File: src/rtl/mux4_rr_arbiter.sv
// mux4_rr_arbiter
//   Round-robin arbiter that shares one 4->1 single-bit mux between four
//   requesters. The registered grant drives the mux select. A grant is held
//   while its owner keeps requesting. When other requesters are waiting, the
//   grant is limited to HOLD_MAX consecutive cycles.
//
//   Request/grant protocol: a requester raises req[i] and holds it until it
//   is done. It owns the shared bit while gnt[i]=1. Dropping req[i] releases
//   ownership at the next rising edge. valid is high exactly while some gnt
//   bit is high. While valid is high, z carries d[sel]; otherwise z is 0.
//
//   Optional feature: define MUX4_ARB_LOCK_EN to add the lock input. While
//   the owner requests with lock=1, it cannot be preempted.
//
// Parameters
//   HOLD_MAX  max consecutive grant cycles under contention (>=1)
// Ports
//   clk    in   rising-edge clock
//   rst_n  in   asynchronous active-low reset
//   req    in   [3:0] request per requester
//   d      in   [3:0] data bit per requester (mux input i)
//   lock   in   owner suppresses preemption (MUX4_ARB_LOCK_EN only)
//   gnt    out  [3:0] one-hot registered grant, 0000 when idle
//   sel    out  [1:0] binary index of the owner / mux select
//   valid  out  a grant is active
//   z      out  shared mux output, gated by valid
module mux4_rr_arbiter #(
    parameter int HOLD_MAX = 8
) (
    input  logic       clk,
    input  logic       rst_n,
    input  logic [3:0] req,
    input  logic [3:0] d,
`ifdef MUX4_ARB_LOCK_EN
    input  logic       lock,
`endif
    output logic [3:0] gnt,
    output logic [1:0] sel,
    output logic       valid,
    output logic       z
);

    localparam int CNT_W = $clog2(HOLD_MAX + 1);
    localparam logic [CNT_W-1:0] HOLD_LAST = CNT_W'(HOLD_MAX - 1);

    typedef enum logic {
        IDLE  = 1'b0,
        GRANT = 1'b1
    } state_t;

    state_t           state_q, state_d;
    logic [3:0]       gnt_q, gnt_d;
    logic [1:0]       sel_q, sel_d;
    logic [1:0]       ptr_q, ptr_d;
    logic [CNT_W-1:0] hold_q, hold_d;

    logic [3:0] scan_req;
    logic [1:0] cand;
    logic [1:0] win_idx;
    logic       win_found;
    logic       owner_req;
    logic       others_req;
    logic       preempt_en;
    logic       mux_y;

`ifdef MUX4_ARB_LOCK_EN
    assign preempt_en = ~lock;
`else
    assign preempt_en = 1'b1;
`endif

    // In GRANT, gnt_q marks the current owner. Masking it out means a
    // replacement never re-picks the owner. In IDLE, gnt_q is zero, so all
    // requesters are eligible.
    assign scan_req   = req & ~gnt_q;
    assign owner_req  = |(req & gnt_q);
    assign others_req = |scan_req;

    // Scan ptr+1, ptr+2, ptr+3, ptr+4 (= ptr) modulo 4. Take the first hit.
    always_comb begin
        win_found = 1'b0;
        win_idx   = ptr_q;
        cand      = ptr_q;
        for (int k = 1; k <= 4; k++) begin
            cand = ptr_q + 2'(k);
            if (!win_found && scan_req[cand]) begin
                win_found = 1'b1;
                win_idx   = cand;
            end
        end
    end

    // State register
    always_ff @(posedge clk or negedge rst_n) begin
        if (!rst_n) begin
            state_q <= IDLE;
            gnt_q   <= 4'b0000;
            sel_q   <= 2'b00;
            ptr_q   <= 2'd3;
            hold_q  <= '0;
        end else begin
            state_q <= state_d;
            gnt_q   <= gnt_d;
            sel_q   <= sel_d;
            ptr_q   <= ptr_d;
            hold_q  <= hold_d;
        end
    end

    // Next-state logic
    always_comb begin
        state_d = state_q;
        gnt_d   = gnt_q;
        sel_d   = sel_q;
        ptr_d   = ptr_q;
        hold_d  = hold_q;
        case (state_q)
            IDLE: begin
                if (win_found) begin
                    state_d = GRANT;
                    gnt_d   = 4'b0001 << win_idx;
                    sel_d   = win_idx;
                    ptr_d   = win_idx;
                    hold_d  = '0;
                end
            end
            GRANT: begin
                if (!owner_req) begin
                    if (others_req) begin
                        // Hand over directly, with no idle cycle in between.
                        gnt_d  = 4'b0001 << win_idx;
                        sel_d  = win_idx;
                        ptr_d  = win_idx;
                        hold_d = '0;
                    end else begin
                        // sel keeps its last value while idle.
                        state_d = IDLE;
                        gnt_d   = 4'b0000;
                    end
                end else if (others_req && preempt_en && hold_q == HOLD_LAST) begin
                    gnt_d  = 4'b0001 << win_idx;
                    sel_d  = win_idx;
                    ptr_d  = win_idx;
                    hold_d = '0;
                end else if (hold_q != HOLD_LAST) begin
                    // Saturate instead of wrapping. A long uncontended hold
                    // stays ready to yield as soon as anyone else asks.
                    hold_d = hold_q + 1'b1;
                end
            end
            default: begin
                state_d = IDLE;
                gnt_d   = 4'b0000;
            end
        endcase
    end

    // Output logic, including the shared 4->1 mux
    always_comb begin
        gnt   = gnt_q;
        sel   = sel_q;
        valid = (state_q == GRANT);
        case (sel_q)
            2'd0:    mux_y = d[0];
            2'd1:    mux_y = d[1];
            2'd2:    mux_y = d[2];
            default: mux_y = d[3];
        endcase
        z = valid & mux_y;
    end

endmodule

File: config.mk
export PLATFORM = sky130hd
export DESIGN_NAME = mux4_rr_arbiter
export DESIGN_NICKNAME = d
export VERILOG_FILES = /design/src/rtl/mux4_rr_arbiter.sv
export SDC_FILE = /design/constraint.sdc
export NUM_CORES = 1
export LEC_CHECK = 0
export ABC_AREA = 1
export CORE_UTILIZATION = 45
export CTS_BUF_LIST = sky130_fd_sc_hd__clkbuf_8
export DETAILED_ROUTE_END_ITERATION = 10
export PLACE_DENSITY = 0.72
export SYNTH_ARGS = -nofsm -noshare
export SYNTH_HDL_FRONTEND = slang
export SYNTH_SLANG_ARGS = --single-unit
File: constraint.sdc
create_clock -name clk -period 1.45 [get_ports clk]
set_input_delay 0.145 -clock clk [delete_from_list [all_inputs] [get_ports clk]]
set_output_delay 0.145 -clock clk [all_outputs]
set_load 0.01 [all_outputs]
==> summary.txt <==
Route
  – First drt pass iteration count: 6
  – Avg WL per Cell: 14.8 um
  – Vias/cell: 5.32
  – Count of antenna-violating nets left after detailed routing: 0
  – 1st-iter DRT viols: 29
  – Vias after detailed routing: 1164
  – Final routed DRC violation total: 0
  – Total routed wirelength: 3.24 mm

Run status
  – Violated checks: negative setup slack
  – Status: finished, violations left

Clocking
  – Total clock sinks: 13
  – Clock tree from TritonCTS: yes
  – Clock insertion delay at the later pin of the skew report: 0.25 ns
  – CTS H-tree depth: 1
  – Reg clk slew, reported paths: 0.06 ns
  – Buffers from clock root to sink, at most: 2
  – Root buf cell: sky130_fd_sc_hd__clkbuf_8
  – Inserted Clock Buffers: 3

Pwr
  – Leakage component of the power: ~0.86 nW
  – Pint: roughly 2.1 mW
  – Total design power: 4.02 mW
  – Cell Pwr Density: 2320 nW/um^2
  – Switching power total: 1.95 mW
  – Register share of total power: between 15 and 20%
  – Fraction of power consumed by combinational cells: approximately 75%
  – Switching power as a share of total power: 48.5%
  – Peak VDD IR: 1.67 mV
  – Part of the total power dissipated in the clock network: approximately 8%

Timing
  – Final clock skew: 0.00417 ns
  – Time the worst path needs with I/O delays and setup: between 1.5 and 2 ns
  – Least-Margin Pin Slew: ~0.27 ns
  – Total setup violations reported at the end of the flow: 12
  – Worst slew slack as a fraction of its limit: 82.0%
  – Max Clk Rate: 0.608 GHz
  – Pins Over Slew Limit: 0
  – Unrepaired setup endpoints after global routing: true
  – Final hold violations: 0
  – Post-route fraction of the period consumed by the critical path: 113%
  – Least setup slack across all paths after layout: -0.195 ns

Logic synthesis
  – Synth area leaders: sky130_fd_sc_hd__dfrtp_1, sky130_fd_sc_hd__nand2_1, sky130_fd_sc_hd__nand3_1
  – Post-synth ARST share: 100%
  – Most repeated cell in the gate-level netlist after synthesis: sky130_fd_sc_hd__nand2_1
  – Gate Count Post-Synth: 137
  – Share of the synthesized area in the top cell type: 26.3%
  – Most used flip-flop cell after synthesis: sky130_fd_sc_hd__dfrtp_1
  – Commonest cells in the synthesized netlist: sky130_fd_sc_hd__nand2_1, sky130_fd_sc_hd__nand3_1, sky130_fd_sc_hd__inv_1
  – Post-synthesis instance area: about 1000 um^2
  – Adder and majority gate portion of the synthesized area: ~1.2%
  – Cell type contributing the most total cell area after synthesis: sky130_fd_sc_hd__dfrtp_1
  – Simple-gate share of the synthesized area: 43.5%
  – XOR/XNOR Fraction of Synth Area: 0%
  – Syn. warnings: 0
  – Multiplexer area fraction after synthesis: 0%
  – Post-synth EDFFs: 0
  – Share of the yosys chip area belonging to registers: between 30% and 40%
  – Main combinational cell family by area after synthesis: simple AND/OR/NAND/NOR gates
  – Count of different cell masters after synthesis: 27
  – Synth Area in Compound Gates: 13.3%
  – Number of synthesized register bits: 13
  – Number of nets in the synthesized netlist: between 100 and 150
  – Syn_area_per_cell: 7.64 um^2

Job
  – Max Cap Viol: 0

Critical path
  – Setup crit end kind: flip-flop
  – Bufs and invs on worst path: 1
  – Critical path start-end classification: flip-flop to flip-flop
  – Reg-to-reg critical path endpoint: gnt[3]
  – Register-to-register setup slack: -0.20 ns
  – Top delay family on crit path: simple AND/OR/NAND/NOR gates
  – Kind of start point of the critical path: flip-flop
  – Number of cell instances on the worst register-to-register path: 10
  – Total number of cells along the worst setup path: 10
  – Top fanout value on the critical path: 6
  – Delay contributed by the slowest stage of the critical path: 0.64 ns
  – Cells along the critical path: buf_4 -> nand3_1 -> nand3_2 -> nand2_4 -> nand3_2 -> nand2_1 -> nand2_1 -> nand2_4 -> nand3_2 -> nand2_1
  – Signal arrival time at the worst endpoint: 1.79 ns
  – Req. time, crit path: 1.59 ns
  – Cell with the largest stage delay on the worst path: sky130_fd_sc_hd__dfstp_2
  – Reg-to-reg startpoint: ptr_q[0]

Floorplanning
  – Die extent in y: 50.2 um
  – Width of the die: roughly 50 um
  – Area of the die: between 2000 and 3000 um^2
  – Number of ports placed on the die boundary: 18
  – Area of the core region: 2190 um^2
  – Number of standard-cell rows in the floorplan: 17
  – Starting utilization of the core area: 47.7%

Finish
  – Syn-to-layout area delta: 65.3%
  – Layout cell share with drive strength beyond 1: 52.9%
  – Number of inserted filler cells in the final layout: between 100 and 150
  – Layout net count: around 200
  – Count of antenna diodes in the layout: 0
  – Area of all sequential standard cells: 328 um^2
  – Fin area: 1730 um^2
  – Area taken by multi-input logic gates: 762 um^2

Global routing
  – GRT Resource Usage Total: 25.0%
  – Antenna violations before repair: 0
  – Number of global-route vias before repair: 1064
  – Total grt overflow: 0
  – First-pass GRT wire length: ~4.6 mm
  – Pin count of the biggest net entering global routing: 14

Placement
  – Total placed instance area: 1390 um^2
  – RePlAce Congestion: 0.787
  – Count of input and output buffers: 17
  – HPWL reported at the end of detailed placement: 1.88 mm

Worst hold path
  – Class of the most critical hold timing path: primary input to asynchronous set/reset pin
per-stage QoR:
| step | cells | hold slack (ns) | TNS (ns) | setup WS, ns | utilization [%] |
|---|---|---|---|---|---|
| global route | 219 | 0.230 | -2.74 | -0.285 | 78.9 |
| detailed placement | 200 | 0.476 | -3.11 | -0.315 | 63.2 |
| finish | 219 | 0.204 | -1.47 | -0.195 | 78.9 |
| floorplan | 137 | -0.151 | -0.514 | -0.0759 | - |
| global placement | 200 | 0.461 | -2.32 | -0.219 | 63.2 |
| CTS | 213 | 0.209 | -0.965 | -0.143 | 73.0 |
cells by family (layout without fill, tap and decap cells):
group                      count (synthesis)  count (layout)
adders and majority gates                  1               1
buffers and inverters                     22              76
and+or+nand+nor                           81              81
AOI/OAI and AO/OA                         20              20
DFF                                       13              13
per-layer routing:
layer | track usage, % | vias to the layer above | share of wire (%)
met3 | 3.64 | 8 | 3.8
met5 | 0 | - | 0
li1 | - | 560 | -
met1 | 29.6 | 556 | 40
met2 | 44.7 | 40 | 54
met4 | 10.0 | 0 | 2.1
layout by cell type (no fill, tap or decap):
master,Yosys,final
sky130_fd_sc_hd__nand2_1,41,29
sky130_fd_sc_hd__buf_4,0,29
sky130_fd_sc_hd__nand2_2,8,14
sky130_fd_sc_hd__inv_1,14,11
sky130_fd_sc_hd__dfrtp_1,11,11
sky130_fd_sc_hd__clkdlybuf4s50_1,0,10
sky130_fd_sc_hd__o21ai_2,0,9
sky130_fd_sc_hd__nand2_4,3,9
sky130_fd_sc_hd__inv_2,4,8
sky130_fd_sc_hd__nand3_1,16,8
sky130_fd_sc_hd__nand3_2,2,8
sky130_fd_sc_hd__nand3_4,4,6
sky130_fd_sc_hd__dlymetal6s2s_1,0,5
sky130_fd_sc_hd__o21ai_1,9,4
sky130_fd_sc_hd__buf_6,1,4
sky130_fd_sc_hd__clkbuf_8,0,3
sky130_fd_sc_hd__a21oi_1,2,2
sky130_fd_sc_hd__a31oi_4,2,2
sky130_fd_sc_hd__nor2_1,2,2
sky130_fd_sc_hd__dfstp_2,2,2
sky130_fd_sc_hd__buf_12,1,2
sky130_fd_sc_hd__a221oi_2,0,1
sky130_fd_sc_hd__nor2_2,1,1
sky130_fd_sc_hd__nor3_4,1,1
sky130_fd_sc_hd__o21ai_0,5,1
sky130_fd_sc_hd__inv_6,1,1
sky130_fd_sc_hd__nand4_1,1,1
sky130_fd_sc_hd__clkinv_1,1,1
sky130_fd_sc_hd__o31ai_1,1,1
sky130_fd_sc_hd__or2_0,1,1
sky130_fd_sc_hd__nor3_1,1,1
sky130_fd_sc_hd__ha_1,1,1
sky130_fd_sc_hd__dlygate4sd2_1,0,1
sky130_fd_sc_hd__buf_2,0,1
area by class of cell:
cell class	count	area share [%]
clock inverter	1	0.217
inverter	20	4.63
tap	28	2.03
sequential	13	19.0
multi-input combinational	102	44.1
clock buffer	3	2.39
timing repair buffer	52	27.7
worst reg2reg max path, cell delays in order, from the launching register on:
cell and delay (ns):
sky130_fd_sc_hd__dfstp_2 0.64, sky130_fd_sc_hd__buf_4 0.15, sky130_fd_sc_hd__nand3_1 0.10, sky130_fd_sc_hd__nand3_2 0.12, sky130_fd_sc_hd__nand2_4 0.07, sky130_fd_sc_hd__nand3_2 0.08, sky130_fd_sc_hd__nand2_1 0.05, sky130_fd_sc_hd__nand2_1 0.09
sky130_fd_sc_hd__nand2_4 0.09, sky130_fd_sc_hd__nand3_2 0.09, sky130_fd_sc_hd__nand2_1 0.06
flip-flops by register name, summed over array words and instances (netlist names):
register / flops
gnt: 4
hold_q: 4
ptr_q: 2
sel: 2
valid: 1
how the worst max path moves through the flow:
| stage | start | to | slack [ns] |
|---|---|---|---|
| 3_5_place_dp | req[0] | gnt[1] | -0.31 |
| 4_1_cts | ptr_q[0] | gnt[1] | -0.14 |
| 6_report | ptr_q[0] | gnt[3] | -0.20 |
| 5_1_grt | ptr_q[0] | gnt[3] | -0.29 |
| 2_1_floorplan | ptr_q[0] | sel[1] | -0.08 |
| 3_3_place_gp | req[0] | gnt[3] | -0.22 |
repair_timing:
item	in CTS	in global routing
resized for setup	27	29
pin swaps	6	10
setup endpoints to repair	11	15
setup buffers	9	6
hold buffers	0	0
power groups by stage:
stage / clock network, mW / registers, mW / logic, mW
after floorplan: 0 / 0.656 / 1.51
after global placement: 0 / 0.657 / 2.15
after detailed placement: 0 / 0.657 / 2.21
after CTS: 0.328 / 0.659 / 2.64
after global routing: 0.348 / 0.684 / 3.26
final: 0.329 / 0.664 / 3.03
Power figures use the tool's default switching activity.
